`src/rtl/cpu_pkg.sv`:
```
// Shared CPU definitions: ALU control codes for the multi-cycle ops and the sequencer state type.
// No logic, no latency.
// No flow control.
package cpu_pkg;

  localparam logic [4:0] ALU_MULT = 5'b01100;
  localparam logic [4:0] ALU_DIV  = 5'b01101;

  typedef enum logic [1:0] {
    IDLE = 2'd0,
    RUN  = 2'd1,
    FIX  = 2'd2
  } muldiv_state_t;

endpackage

```
`src/rtl/muldiv_step.sv`:
```
// One radix-2 iteration: shift-add for MULT, shift/trial-subtract/restore for DIV.
// Purely combinational, zero latency.
// No flow control; the caller decides when to register the result.
module muldiv_step #(
  parameter int WIDTH = 32
) (
  input  logic                 is_div,
  input  logic [2*WIDTH-1:0]   acc,
  input  logic [WIDTH-1:0]     operand,
  output logic [2*WIDTH-1:0]   acc_next
);

  logic [WIDTH:0] sum;
  logic [WIDTH:0] rem_sh;
  logic [WIDTH:0] diff;

  // MULT: acc = {partial product, remaining multiplier bits}.
  // DIV:  acc = {remainder, dividend bits shifting into quotient}.
  always_comb begin
    sum    = {1'b0, acc[2*WIDTH-1:WIDTH]} + (acc[0] ? {1'b0, operand} : '0);
    rem_sh = acc[2*WIDTH-1:WIDTH-1];
    // rem_sh < 2*divisor, so bit WIDTH of the wrapped difference is set
    // exactly when the trial subtraction went negative.
    diff   = rem_sh - {1'b0, operand};
    if (is_div) begin
      if (diff[WIDTH]) acc_next = {rem_sh[WIDTH-1:0], acc[WIDTH-2:0], 1'b0};
      else             acc_next = {diff[WIDTH-1:0],   acc[WIDTH-2:0], 1'b1};
    end else begin
      acc_next = {sum, acc[WIDTH-1:1]};
    end
  end

endmodule

```
`src/rtl/muldiv_sequencer.sv`:
```
// Iterative MULT/DIV sequencer writing HI/LO; signed mode enabled by `define MULDIV_SIGNED_EN.
// Latency WIDTH+1 cycles from accepted start to done, data independent.
// No queueing: start is only sampled in IDLE; the core must stall while busy is high.
module muldiv_sequencer
  import cpu_pkg::*;
#(
  parameter int WIDTH = 32
) (
  input  logic             clk,
  input  logic             reset,
  input  logic             start,
  input  logic [4:0]       alu_control,
  input  logic [WIDTH-1:0] a,
  input  logic [WIDTH-1:0] b,
  output logic             busy,
  output logic             done,
  output logic [WIDTH-1:0] hi,
  output logic [WIDTH-1:0] lo,
  output logic             div_by_zero
);

  localparam int CW = $clog2(WIDTH) + 1;

  muldiv_state_t      state, state_nxt;
  logic [CW-1:0]      cnt;
  logic [2*WIDTH-1:0] acc, acc_step, res;
  logic [WIDTH-1:0]   opnd, a_in, b_in;
  logic               op_div, dz, accept, last, is_muldiv;

  assign is_muldiv = (alu_control == ALU_MULT) || (alu_control == ALU_DIV);
  assign accept    = (state == IDLE) && start && is_muldiv;
  assign last      = (cnt == CW'(WIDTH - 1));

`ifdef MULDIV_SIGNED_EN
  logic sgn_diff, sgn_a;
  // Iterate on magnitudes; the signs are remembered for FIX.
  assign a_in = a[WIDTH-1] ? -a : a;
  assign b_in = b[WIDTH-1] ? -b : b;

  // Sign correction; a zero divisor counts as positive and keeps lo all ones.
  always_comb begin
    res = acc;
    if (op_div) begin
      if (sgn_a)         res[2*WIDTH-1:WIDTH] = -acc[2*WIDTH-1:WIDTH];
      if (dz)            res[WIDTH-1:0]       = '1;
      else if (sgn_diff) res[WIDTH-1:0]       = -acc[WIDTH-1:0];
    end else if (sgn_diff) begin
      res = -acc;
    end
  end
`else
  assign a_in = a;
  assign b_in = b;
  assign res  = acc;
`endif

  muldiv_step #(.WIDTH(WIDTH)) u_step (
    .is_div   (op_div),
    .acc      (acc),
    .operand  (opnd),
    .acc_next (acc_step)
  );

  // State register.
  always_ff @(posedge clk or posedge reset) begin
    if (reset) state <= IDLE;
    else       state <= state_nxt;
  end

  // Next state: IDLE -> RUN on a valid op, WIDTH iterations, one FIX cycle.
  always_comb begin
    state_nxt = state;
    case (state)
      IDLE:    if (accept) state_nxt = RUN;
      RUN:     if (last)   state_nxt = FIX;
      FIX:     state_nxt = IDLE;
      default: state_nxt = IDLE;
    endcase
  end

  // Operand latch on acceptance, then one iteration per RUN cycle.
  always_ff @(posedge clk or posedge reset) begin
    if (reset) begin
      cnt    <= '0;
      acc    <= '0;
      opnd   <= '0;
      op_div <= 1'b0;
      dz     <= 1'b0;
`ifdef MULDIV_SIGNED_EN
      sgn_diff <= 1'b0;
      sgn_a    <= 1'b0;
`endif
    end else if (accept) begin
      cnt    <= '0;
      op_div <= (alu_control == ALU_DIV);
      dz     <= (alu_control == ALU_DIV) && (b == '0);
      // MULT accumulates a over the bits of b; DIV shifts a through the remainder.
      if (alu_control == ALU_DIV) begin
        acc  <= {{WIDTH{1'b0}}, a_in};
        opnd <= b_in;
      end else begin
        acc  <= {{WIDTH{1'b0}}, b_in};
        opnd <= a_in;
      end
`ifdef MULDIV_SIGNED_EN
      sgn_diff <= a[WIDTH-1] ^ b[WIDTH-1];
      sgn_a    <= a[WIDTH-1];
`endif
    end else if (state == RUN) begin
      acc <= acc_step;
      cnt <= cnt + 1'b1;
    end
  end

  // Registered outputs: busy spans acceptance to FIX exit, done is a single pulse.
  always_ff @(posedge clk or posedge reset) begin
    if (reset) begin
      busy        <= 1'b0;
      done        <= 1'b0;
      div_by_zero <= 1'b0;
      hi          <= '0;
      lo          <= '0;
    end else begin
      done        <= 1'b0;
      div_by_zero <= 1'b0;
      if (accept) busy <= 1'b1;
      if (state == FIX) begin
        busy        <= 1'b0;
        done        <= 1'b1;
        div_by_zero <= dz;
        hi          <= res[2*WIDTH-1:WIDTH];
        lo          <= res[WIDTH-1:0];
      end
    end
  end

endmodule

```
`config.mk`:
```
export PLATFORM = sky130hd
export DESIGN_NAME = muldiv_sequencer
export DESIGN_NICKNAME = d
export VERILOG_FILES = /design/src/rtl/cpu_pkg.sv /design/src/rtl/muldiv_step.sv /design/src/rtl/muldiv_sequencer.sv
export SDC_FILE = /design/constraint.sdc
export NUM_CORES = 1
export LEC_CHECK = 0
export CORE_MARGIN = 3
export CORE_UTILIZATION = 60
export CTS_CLUSTER_DIAMETER = 200
export DETAILED_ROUTE_END_ITERATION = 10
export PLACE_DENSITY = 0.85
export SLEW_MARGIN = 20
export SYNTH_ARGS = -nofsm -noshare
export SYNTH_HDL_FRONTEND = slang
export SYNTH_SLANG_ARGS = --single-unit
```
`constraint.sdc`:
```
create_clock -name clk -period 12.9 [get_ports clk]
set_clock_uncertainty 0.1 [all_clocks]
set_input_delay 3.87 -clock clk [delete_from_list [all_inputs] [get_ports clk]]
set_output_delay 3.87 -clock clk [all_outputs]
set_load 0.03 [all_outputs]
```
# ---- Yosys cells after proc, flatten, opt, wreduce, memory -nomap -nowiden
# Index checks and enable logic that the tools add are counted.
dict set report word_totals {
  register_bits 173
  input_bits 72
  output_inout_bits 67
  wordCells 46
}
dict set report classes {
  add_sub_neg 3
  eq_ne 7
  muxes 16
  n_reduce_logical 9
}
# op n
set op_table {}
lappend op_table {{64-bit 2-to-1 mux} 4}
lappend op_table {{32-bit 2-to-1 mux} 3}
lappend op_table {{32-bit by 33-bit adder with 33-bit output} 1}
lappend op_table {{33-bit by 32-bit subtractor with 33-bit output} 1}
lappend op_table {{32-bit zero test} 1}
lappend op_table {{6-bit 2-to-1 mux} 2}
lappend op_table {{5-bit by 4-bit == test with 1-bit output, second input constant} 2}
lappend op_table {{6-bit by 1-bit adder with 6-bit output, second input constant} 1}
lappend op_table {{6-bit by 5-bit == test with 1-bit output, second input constant} 1}
lappend op_table {{1-bit 2-to-1 mux} 4}
lappend op_table {{2-bit 2-to-1 mux} 2}
lappend op_table {{2-bit != test, second input constant} 2}
lappend op_table {{2-bit one-hot mux with 2 select lines} 1}
lappend op_table {{2-bit nonzero test} 2}
lappend op_table {{1-bit logical AND} 3}
lappend op_table {{2-bit by 1-bit == test with 1-bit output, second input constant} 1}
lappend op_table {{2-bit == test, second input constant} 1}
lappend op_table {{2-bit zero test} 1}
lappend op_table {{2-bit AND reduction} 1}
lappend op_table {{1-bit logical OR} 1}

# ---- Depth between registers and ports, before layout
# Gate-level depths: netlist (run 1).
dict set report depth {
  ltp_word 5
  mapped_depth 15
}

# ---- Hierarchy
# Synthesis (run 1) repeated with hierarchy kept, for this count alone.
dict set report unflattened {
  hier_cells 1569
  hier_area_um2 12147.9
}
# mod n_inst cells_each area_per_inst_um2 seq_area_each_um2
set modules_own_cells {}
lappend modules_own_cells {muldiv_sequencer 1 893 7469.7 4329.2}
lappend modules_own_cells {muldiv_step 1 676 4678.2 0.0}

# ---- Worst setup path before layout (run 1)
# Ideal clock, no wire load.
dict set report synth_timing {
  kind {in2reg}
  start {input port alu_control[4]}
  end {register acc[33]}
  setup_time_ps 126
  arrival_time_ps 5159
  required_ps 12674
  slack_ps 7515
  stages 6
  path_cell_list {nor3_1 and3_1 clkbuf_1 nor2_1 clkbuf_1 a221o_1}
}
dict set report synth_via {
  elab_chain_cells 4
  elab_cells_between_ends 6
  cone_classes {eq/ne: 2; mux: 1; reduce/logical: 3}
}
# item line
set synth_lines {}
lappend synth_lines {{start, declared} muldiv_sequencer.sv:12} ;# input logic [4:0] alu_control,
lappend synth_lines {{5-bit by 4-bit == test with 1-bit output} muldiv_sequencer.sv:30} ;# assign is_muldiv = (alu_control == ALU_MULT) || (alu_control == ALU_DIV);
lappend synth_lines {{1-bit logical OR *} muldiv_sequencer.sv:30}
lappend synth_lines {{1-bit logical AND *} muldiv_sequencer.sv:31} ;# assign accept = (state == IDLE) && start && is_muldiv;
lappend synth_lines {{64-bit 2-to-1 mux / 2-bit nonzero test (equally long branches)} --}
lappend synth_lines {{end signal, assigned} muldiv_sequencer.sv:99} ;# acc <= {{WIDTH{1'b0}}, a_in};
lappend synth_lines {{end signal, assigned} muldiv_sequencer.sv:102} ;# acc <= {{WIDTH{1'b0}}, b_in};
lappend synth_lines {{end signal, assigned} muldiv_sequencer.sv:110} ;# acc <= acc_step;
lappend synth_lines {{end, declared} muldiv_sequencer.sv:26} ;# logic [2*WIDTH-1:0] acc, acc_step, res;
# Every way passes the cells marked *; elsewhere a longest branch is shown, timed or not.
# A chain may end at the register's enable or synchronous reset.

# ---- Worst setup path in the final report (run 1)
dict set report layout_timing {
  start {input port alu_control[2]}
  end {register acc[1]}
}
dict set report layout_via {
  elab_chain_cells 4
  elab_cells_between_ends 7
  cone_classes {eq/ne: 2; mux: 2; reduce/logical: 3}
}
# item line
set layout_lines {}
lappend layout_lines {{5-bit by 4-bit == test with 1-bit output (on tied branches)} {muldiv_sequencer.sv:30, muldiv_sequencer.sv:98}}
lappend layout_lines {{1-bit logical OR} muldiv_sequencer.sv:30}
lappend layout_lines {{1-bit logical AND} muldiv_sequencer.sv:31}
lappend layout_lines {{64-bit 2-to-1 mux / 2-bit nonzero test (equally long branches)} --}
# Parallel ways exist; a longest one is shown, timed or not.

==> results of run 1 <==
[cell type report]
class	count	area (um2)	share of cell area, %
Inverter	42	163	1.18
Timing Repair Buffer	145	1440	10.4
Sequential cell	173	4330	31.3
Tap cell	260	325	2.35
Clock inverter	14	133	0.959
Clock buffer	18	429	3.10
Multi-Input combinational cell	953	7010	50.7
[final timing paths]
path	start	end	slack [ns]	cells past startpoint
max	alu_control[2]	acc[1]$_DFFE_PP0P_	6.84	6
min	cnt[5]$_DFFE_PP0P_	state[1]$_DFFE_PP0P_	0.39	1
max reg2reg	acc[0]$_DFFE_PP0P_	acc[59]$_DFFE_PP0P_	8.87	14
min reg2reg	cnt[5]$_DFFE_PP0P_	state[1]$_DFFE_PP0P_	0.39	1
max in group asynchronous	reset	hi[26]$_DFFE_PP0P_	7.34	3
min in group asynchronous	reset	lo[8]$_DFFE_PP0P_	3.88	2
[cells by family (layout without fill, tap and decap cells)]
kind of cell    Yosys count  count (layout)  synth area share [%]
mux                     184             184                  16.4
simple gates            314             314                  13.1
xor+xnor                 53              53                  3.95
compound gates          335             335                  18.7
buf+inv                 112             219                  3.83
fa+ha+maj                67              67                  7.26
flops                   173             173                  36.8
[cell usage after synthesis, drive strengths merged, types with 3 or more instances]
cell    number
xor2        29
and2        36
a22oi       26
nand3       37
o211ai      24
o41ai        4
ha          65
and3        10
nand2      105
a211oi       3
nor4         7
inv         42
o21a        12
o31ai        4
a31oi       12
dfrtp      173
clkbuf      55
buf         15
or3          5
nor2        49
nor2b       14
a31o         3
mux2i      118
o221ai      22
a21oi       60
xnor2       24
nor3        13
mux2        66
nand2b      11
a41oi        3
a21boi       5
o21ai      110
nand4       17
a21o        28
[power groups by stage]
stage / combinational, uW / clock [uW] / sequential, uW
final: 1430 / 502 / 830
after CTS: 1410 / 503 / 823
after global routing: 1570 / 527 / 844
after global placement: 1370 / 0 / 827
after floorplan: 1140 / 0 / 747
after detailed placement: 1400 / 0 / 833
[sequential cells by signal, summed over array words and instances (netlist names), 2 cells and up]
register  cells
cnt           6
opnd         32
lo           32
hi           32
acc          64
state         2
[per-layer routing]
layer	wire, um	vias to the layer above	part of all wire, %	global-route usage [%]
met5	0	-	0	0
met4	586	0	1.8	6.82
met3	2740	46	8.5	5.67
met2	14900	507	46	46.9
met1	13900	5013	43	43.0
li1	-	4739	-	-
[worst max-delay path: cells and delay by family]
kind                   cells  cell delay [ns]
buffers and inverters      1             0.46
AND/OR/NAND/NOR            3             1.30
AO/OA/AOI/OAI              1             0.14
multiplexers               1             0.42
[metrics by stage]
stage | area (um2) | setup slack, ns
after floorplan | 11800 | 4.24
after global placement | 13300 | 6.50
after detailed placement | 13300 | 6.42
after CTS | 13800 | 6.85
after global routing | 13800 | 6.64
final | 13800 | 6.84
==> flow_summary_export.csv, run 1 <==
group,metric,value,unit
sta,hold_viol,0,
floorplan,initial_utilization,62.0,%
setup_path,crit_fanout,64,
sta,rsz0062_at_grt,"false",
sta,slew_headroom,25.6,%
sta,finalSetupViolCount,0,
floorplan,fp.coreArea,19000,um2
final_layout,insertedDiodeCount,0,
floorplan,fp.dieH,146,um
final_layout,syn2layout_area_growth,17.6,%
cts,cts_sinks,173,
power_and_ir_drop,switching_power,1240,uW
global_route,grt_pass1_wl,52200,um
sta,period_share,47.0,%
power_and_ir_drop,pwr-share-comb,51.8,%
power_and_ir_drop,peakVddDrop,0.000140,V
synth,ys_async_sr_fraction,100,%
power_and_ir_drop,power.density,200,nW/um2
placed_design,place_inst,1573,
sta,tightestPinTransition,1.12,ns
power_and_ir_drop,swShare,44.9,%
final_layout,final_cells,1605,
cts,insertion_delay,0.44,ns
synth,synth_top_cell_by_area,"dfrtp_1",
synth,synth_ff_type,"dfrtp_1",
placed_design,dp_hpwl,22600,um
global_route,grt_usage,29.8,%
outcome,status,"finished, final reports clean",
hold_path,hold_class,"flip-flop to flip-flop",
synth,yosys_warnings,0,
floorplan,die_x,146,um
global_route,grt_pass1_vias,9894,
route,viasPerCell,6.42,
sta,layout_min_cycle_time,6.06,ns
route,wire_per_inst,20.0,um
cts,cts_tree,"done",
route,drc,0,
route,routed_wl,32100,um
global_route,grt_max_degree,135,
final_layout,fillers,1340,
cts,cts-htree-levels,4,
synth,synth_edf_count,0,
placed_design,gp_congestion,0.926,
setup_path,endpoint_kind,"flip-flop",
global_route,antenna_found_initial,0,
power_and_ir_drop,finalPower,2760,uW
synth,yosysTopAreaCellShare,36.8,%
setup_path,critPathArrivalTime,6.23,ns
cts,numCtsBuffers,17,
power_and_ir_drop,power_leakage,0.00657,uW
setup_path,worstSetupPathType,"input pin to flip-flop",
placed_design,portBuffers,138,
sta,maxSlewViolCount,0,
power_and_ir_drop,p_clk_share,18.2,%
floorplan,rows,50,
synth,synth_area_leaders,"dfrtp_1 37%, mux2i_1 10%, ha_1 6.9%",
floorplan,io_pins,139,
cts,postCtsSetupRepairBufs,0,
final_layout,final_util,73.0,%
sta,tns,0,ns
synth,yosysSeqAreaShare,36.8,%
sta,max_freq,0.165,GHz
synth,syn_area_per_cell,9.50,um2
run,drv_cap,0,
synth,syn_inst,1238,
cts,cts_hold_buf,0,
power_and_ir_drop,power_frac_seq,30.0,%
cts,clkTransAtPathRegs,0.07,ns
setup_path,critical_path_required,13.07,ns
final_layout,drive_above_1_share,9.44,%
setup_path,slowest_delay,0.73,ns
synth,syn_nets,1377,
route,first_pass_iters,5,
setup_path,cp-start-kind,"input pin",
power_and_ir_drop,p_int,1520,uW
synth,synth_cell_type_count,70,
cts,clockBufferDepth,2,
route,final_antenna_net_count,0,
global_route,overflow,0,
cts,root_buffer,"clkbuf_16",
setup_path,critical_path.slowest_cell,"nand2_4",
final_layout,final_nets,1471,
synth,ys_ff_latch,173,
final_layout,final_cell_mix,"171 x dfrtp_1, 138 x clkdlybuf4s50_1, 118 x mux2i_1",
synth,syn_area,11800,um2
route,dr_total_vias,10305,
setup_path,critical_path.cell_chain,"clkdlybuf4s50_1, nand2_1, nor3_1, nand2_4, mux2i_1, o221ai_1",
route,drt_iter0_drc,1011,
sta,holdWs,0.386,ns
floorplan,die_area,21300,um2
cts,cts_resized,0,
final_layout,final_common_cell,"dfrtp_1",
No activity file was read; power rests on OpenSTA's default activity.
==> run 2, diff against run 1 <==
--- a/config.mk
+++ b/config.mk
@@ -6,10 +6,10 @@
 export NUM_CORES = 1
 export LEC_CHECK = 0
 export CORE_MARGIN = 3
-export CORE_UTILIZATION = 60
+export CORE_UTILIZATION = 52
 export CTS_CLUSTER_DIAMETER = 200
 export DETAILED_ROUTE_END_ITERATION = 10
-export PLACE_DENSITY = 0.85
+export PLACE_DENSITY = 0.78
 export SLEW_MARGIN = 20
 export SYNTH_ARGS = -nofsm -noshare
 export SYNTH_HDL_FRONTEND = slang
==> constraint.sdc (replaced) <==
create_clock -name clk -period 4.9 [get_ports clk]
set_clock_uncertainty 0.1 [all_clocks]
set_input_delay 1.47 -clock clk [delete_from_list [all_inputs] [get_ports clk]]
set_output_delay 1.47 -clock clk [all_outputs]
set_load 0.03 [all_outputs]
==> flow_summary_export.csv, run 2 (synthesis gave the netlist of run 1 again) <==
group,metric,value,unit
sta,hold_viol,0,
final_layout,final_cell_mix,"172 x dfrtp_1, 138 x clkdlybuf4s50_1, 118 x mux2i_1",
cts,cts_tree,"done",
final_layout,final_nets,1479,
final_layout,final_common_cell,"dfrtp_1",
cts,root_buffer,"clkbuf_16",
placed_design,gp_congestion,0.939,
setup_path,critPathArrivalTime,4.08,ns
route,dr_total_vias,10070,
floorplan,initial_utilization,53.4,%
placed_design,portBuffers,138,
final_layout,largest_reg_flops,64,
global_route,grt_pass1_vias,9631,
cts,cts-htree-levels,4,
final_layout,final_util,63.4,%
sta,finalSetupViolCount,0,
sta,rsz0062_at_grt,"false",
floorplan,die_area,24500,um2
floorplan,io_pins,139,
setup_path,crit_fanout,19,
final_layout,drive_above_1_share,9.98,%
sta,tightestPinTransition,1.04,ns
cts,clkTransAtPathRegs,0.08,ns
placed_design,post-place-ws,1.05,ns
final_layout,syn2layout_area_growth,18.8,%
final_layout,top_register,"acc",
run,drv_cap,0,
final_layout,fillers,1806,
route,routed_wl,32100,um
sta,setup_slack,0.995,ns
setup_path,cp-start-kind,"flip-flop",
floorplan,fp.dieH,156,um
power_and_ir_drop,power.density,526,nW/um2
global_route,overflow,0,
cts,insertion_delay,0.44,ns
route,dr_wl_met2,14400,um
placed_design,place_inst,1601,
cts,postCtsSetupRepairBufs,0,
sta,period_share,79.7,%
setup_path,worstSetupPathType,"flip-flop to flip-flop",
route,drt_iter0_drc,822,
hold_path,hold_class,"flip-flop to flip-flop",
route,met1_length,15100,um
route,viasPerCell,6.17,
route,top_layer,"met4",
cts,clockBufferDepth,2,
floorplan,rows,54,
sta,layout_min_cycle_time,3.91,ns
floorplan,fp.coreArea,22000,um2
final_layout,insertedDiodeCount,0,
sta,tns,0,ns
placed_design,dp_hpwl,23400,um
power_and_ir_drop,power_leakage,0.00665,uW
cts,cts_sinks,173,
power_and_ir_drop,finalPower,7360,uW
global_route,grt_usage,26.1,%
floorplan,die_x,156,um
global_route,grt_pass1_wl,51400,um
setup_path,critical_path_required,5.07,ns
global_route,antenna_found_initial,0,
cts,cts_hold_buf,0,
final_layout,final-seq-area,4330,um2
final_layout,final_cells,1633,
setup_path,endpoint_kind,"flip-flop",
sta,max_freq,0.256,GHz
power_and_ir_drop,peakVddDrop,0.000334,V
sta,slew_headroom,30.8,%
route,first_pass_iters,5,
cts,numCtsBuffers,17,
global_route,grt_max_degree,102,
sta,maxSlewViolCount,0,
route,wire_per_inst,19.7,um
route,met3_length,2140,um
outcome,status,"finished, final reports clean",
route,final_antenna_net_count,0,
route,drc,0,
cts,cts_resized,0,
final_layout,multi_input_area,7010,um2
run 2: changes by cell type in the layout (fill, tap and decap cells not counted), sizes merged:
cell,previous run,this run
buf,7,15
clkinv,4,3
clkinvlp,5,1
inv,47,52
run 2: critical path, cell delays in order, from the launching register on:
cell	delay [ns]
dfrtp_1	0.79
and2_1	0.23
ha_1	0.17
inv_1	0.06
fa_1	0.40
nor2b_1	0.23
o31ai_1	0.12
a21oi_1	0.14
buf_4	0.16
a21oi_1	0.09
a21oi_1	0.30
o211ai_1	0.18
a41oi_1	0.39
xor2_1	0.11
a22oi_1	0.16
o21ai_0	0.11
run 2: area by class of cell:
| cell class | instances | share of cell area (%) |
|---|---|---|
| multi-input cells | 953 | 50.2 |
| flip-flops and latches | 173 | 31.0 |
| repair buffers | 153 | 10.9 |
| clock buffers | 18 | 3.14 |
| well taps | 280 | 2.51 |
| clock inverters | 14 | 1.16 |
| inverters | 42 | 1.15 |
run 2: path summary, 6_finish.rpt:
kind / start / end / slack [ns] / depth (start not counted)
min in group asynchronous: reset / acc[5]$_DFFE_PP0P_ / 1.40 / 2
min reg2reg: cnt[5]$_DFFE_PP0P_ / state[1]$_DFFE_PP0P_ / 0.39 / 1
max in group asynchronous: reset / hi[21]$_DFFE_PP0P_ / 2.46 / 3
max: acc[0]$_DFFE_PP0P_ / acc[59]$_DFFE_PP0P_ / 0.99 / 15
max reg2reg: acc[0]$_DFFE_PP0P_ / acc[59]$_DFFE_PP0P_ / 0.99 / 15
min: cnt[5]$_DFFE_PP0P_ / state[1]$_DFFE_PP0P_ / 0.39 / 1
run 2: per-stage QoR:
stage                     hold slack (ns)  instance area, um2
after floorplan                     0.341               11800
after global placement              0.356               13400
after detailed placement            0.378               13400
after CTS                           0.390               14000
after global routing                0.402               14000
final                               0.393               14000
run 2: layer usage:
| layer | global-route usage (%) | vias up |
|---|---|---|
| li1 | - | 4755 |
| met1 | 38.2 | 4931 |
| met2 | 40.2 | 345 |
| met3 | 5.12 | 39 |
| met4 | 6.17 | 0 |
| met5 | 0 | - |
run 2: power breakdown:
| group | switching [uW] | internal, uW |
|---|---|---|
| Clock | 687 | 706 |
| Combinational | 2190 | 1630 |
| Sequential | 428 | 1710 |
==> run 3, diff against run 2 <==
--- a/config.mk
+++ b/config.mk
@@ -6,10 +6,10 @@
 export NUM_CORES = 1
 export LEC_CHECK = 0
 export CORE_MARGIN = 3
-export CORE_UTILIZATION = 52
+export CORE_UTILIZATION = 57
 export CTS_CLUSTER_DIAMETER = 200
 export DETAILED_ROUTE_END_ITERATION = 10
-export PLACE_DENSITY = 0.78
+export PLACE_DENSITY = 0.81
 export SLEW_MARGIN = 20
 export SYNTH_ARGS = -nofsm -noshare
 export SYNTH_HDL_FRONTEND = slang
==> constraint.sdc (replaced) <==
create_clock -name clk -period 3.8 [get_ports clk]
set_clock_uncertainty 0.1 [all_clocks]
set_input_delay 1.14 -clock clk [delete_from_list [all_inputs] [get_ports clk]]
set_output_delay 1.14 -clock clk [all_outputs]
set_load 0.03 [all_outputs]
==> flow_summary_export.csv, run 3 (synthesis gave the netlist of run 1 again) <==
group,metric,value,unit
outcome,status,"finished, final reports clean",
cts,cts-htree-levels,4,
sta,period_share,93.4,%
cts,postCtsSetupRepairBufs,0,
global_route,grt_max_degree,65,
final_layout,largest_reg_flops,64,
sta,max_freq,0.282,GHz
floorplan,io_pins,139,
floorplan,initial_utilization,59.3,%
setup_path,critPathArrivalTime,3.72,ns
power_and_ir_drop,power.density,680,nW/um2
run,drv_cap,0,
power_and_ir_drop,power_frac_seq,28.7,%
global_route,grt_pass1_vias,9863,
setup_path,endpoint_kind,"flip-flop",
cts,cts_sinks,173,
route,drt_iter0_drc,942,
final_layout,final_common_cell,"dfrtp_1",
power_and_ir_drop,p_clk_share,18.6,%
sta,tns,0,ns
placed_design,gp_congestion,0.956,
power_and_ir_drop,p_int,5290,uW
floorplan,die_area,22400,um2
final_layout,drive_above_1_share,10.4,%
sta,maxSlewViolCount,0,
route,routed_wl,32100,um
floorplan,rows,51,
power_and_ir_drop,swShare,44.7,%
sta,hold_viol,0,
cts,clkTransAtPathRegs,0.07,ns
placed_design,portBuffers,138,
global_route,antenna_found_initial,0,
setup_path,worstSetupPathType,"flip-flop to flip-flop",
route,wire_per_inst,19.8,um
sta,holdWs,0.389,ns
floorplan,die_x,150,um
floorplan,fp.coreArea,19800,um2
sta,tightestPinTransition,1.02,ns
global_route,overflow,0,
setup_path,cp-start-kind,"flip-flop",
sta,finalSetupViolCount,0,
cts,cts_tree,"done",
power_and_ir_drop,power_leakage,0.00670,uW
final_layout,final_nets,1485,
route,dr_total_vias,10234,
final_layout,insertedDiodeCount,0,
cts,insertion_delay,0.44,ns
final_layout,syn2layout_area_growth,19.6,%
final_layout,final_cells,1624,
final_layout,fillers,1499,
route,final_antenna_net_count,0,
power_and_ir_drop,switching_power,4270,uW
cts,numCtsBuffers,17,
route,viasPerCell,6.30,
placed_design,dp_hpwl,23600,um
cts,clockBufferDepth,2,
final_layout,top_register,"acc",
final_layout,fin_area,14100,um2
sta,slew_headroom,32.1,%
power_and_ir_drop,peakVddDrop,0.000402,V
final_layout,final_cell_mix,"172 x dfrtp_1, 138 x clkdlybuf4s50_1, 118 x mux2i_1",
cts,root_buffer,"clkbuf_16",
setup_path,crit_fanout,20,
hold_path,hold_class,"flip-flop to flip-flop",
power_and_ir_drop,pwr-share-comb,52.6,%
cts,cts_resized,0,
floorplan,fp.dieH,150,um
setup_path,critical_path_required,3.97,ns
placed_design,place_inst,1592,
global_route,grt_usage,29.3,%
route,first_pass_iters,5,
cts,cts_hold_buf,0,
sta,rsz0062_at_grt,"false",
sta,layout_min_cycle_time,3.55,ns
placed_design,dpl-instance-area,13500,um2
global_route,grt_pass1_wl,52500,um
route,drc,0,
run 3: worst paths after layout:
path / slack, ns / endpoint / start / cells past startpoint
min in group asynchronous: 1.02 / acc[7]$_DFFE_PP0P_ / reset / 2
max in group asynchronous: 1.83 / acc[60]$_DFFE_PP0P_ / reset / 3
max reg2reg: 0.25 / acc[60]$_DFFE_PP0P_ / acc[0]$_DFFE_PP0P_ / 13
max: 0.25 / acc[60]$_DFFE_PP0P_ / acc[0]$_DFFE_PP0P_ / 13
min reg2reg: 0.39 / state[1]$_DFFE_PP0P_ / cnt[5]$_DFFE_PP0P_ / 1
min: 0.39 / state[1]$_DFFE_PP0P_ / cnt[5]$_DFFE_PP0P_ / 1
run 3: per-stage QoR:
stage          worst slack, ns  util, %  power (uW)
2_1_floorplan            0.349        -        6420
6_report                 0.249     70.9        9560
5_1_grt                 0.0885     70.9       10200
4_1_cts                  0.308     70.8        9480
3_3_place_gp             0.398     67.8        7570
3_5_place_dp             0.356     67.8        7670
run 3: cell type report:
| type | count | area (um2) | area share (%) |
|---|---|---|---|
| inverter | 42 | 161 | 1.15 |
| timing repair buffer | 159 | 1630 | 11.6 |
| multi-input combinational | 953 | 7010 | 49.9 |
| clock inverter | 14 | 168 | 1.19 |
| clock buffer | 18 | 429 | 3.05 |
| sequential | 173 | 4330 | 30.8 |
| tap | 265 | 332 | 2.36 |
run 3: layer usage:
layer / track usage, % / wire length, um / vias up
met5: 0 / 0 / -
li1: - / - / 4767
met1: 42.4 / 14200 / 4970
met2: 45.0 / 14600 / 443
met3: 5.48 / 2690 / 54
met4: 8.97 / 669 / 0
run 3: critical path: stages, from the launching register on:
cell and delay [ns]:
dfrtp_1 0.42, buf_4 0.22, and2_1 0.18, ha_1 0.38, and3_1 0.24, and4_1 0.23, nand4_1 0.13, or3_1 0.39
a31oi_1 0.34, or2_4 0.22, a31oi_1 0.10, xnor2_1 0.15, a22oi_1 0.16, o21ai_0 0.11
run 3: power groups by stage:
| stage | registers, uW | logic (uW) | clock network (uW) |
|---|---|---|---|
| after global placement | 2760 | 4820 | 0 |
| after floorplan | 2540 | 3890 | 0 |
| after CTS | 2730 | 4960 | 1790 |
| after global routing | 2800 | 5560 | 1860 |
| final | 2750 | 5030 | 1780 |
| after detailed placement | 2760 | 4910 | 0 |
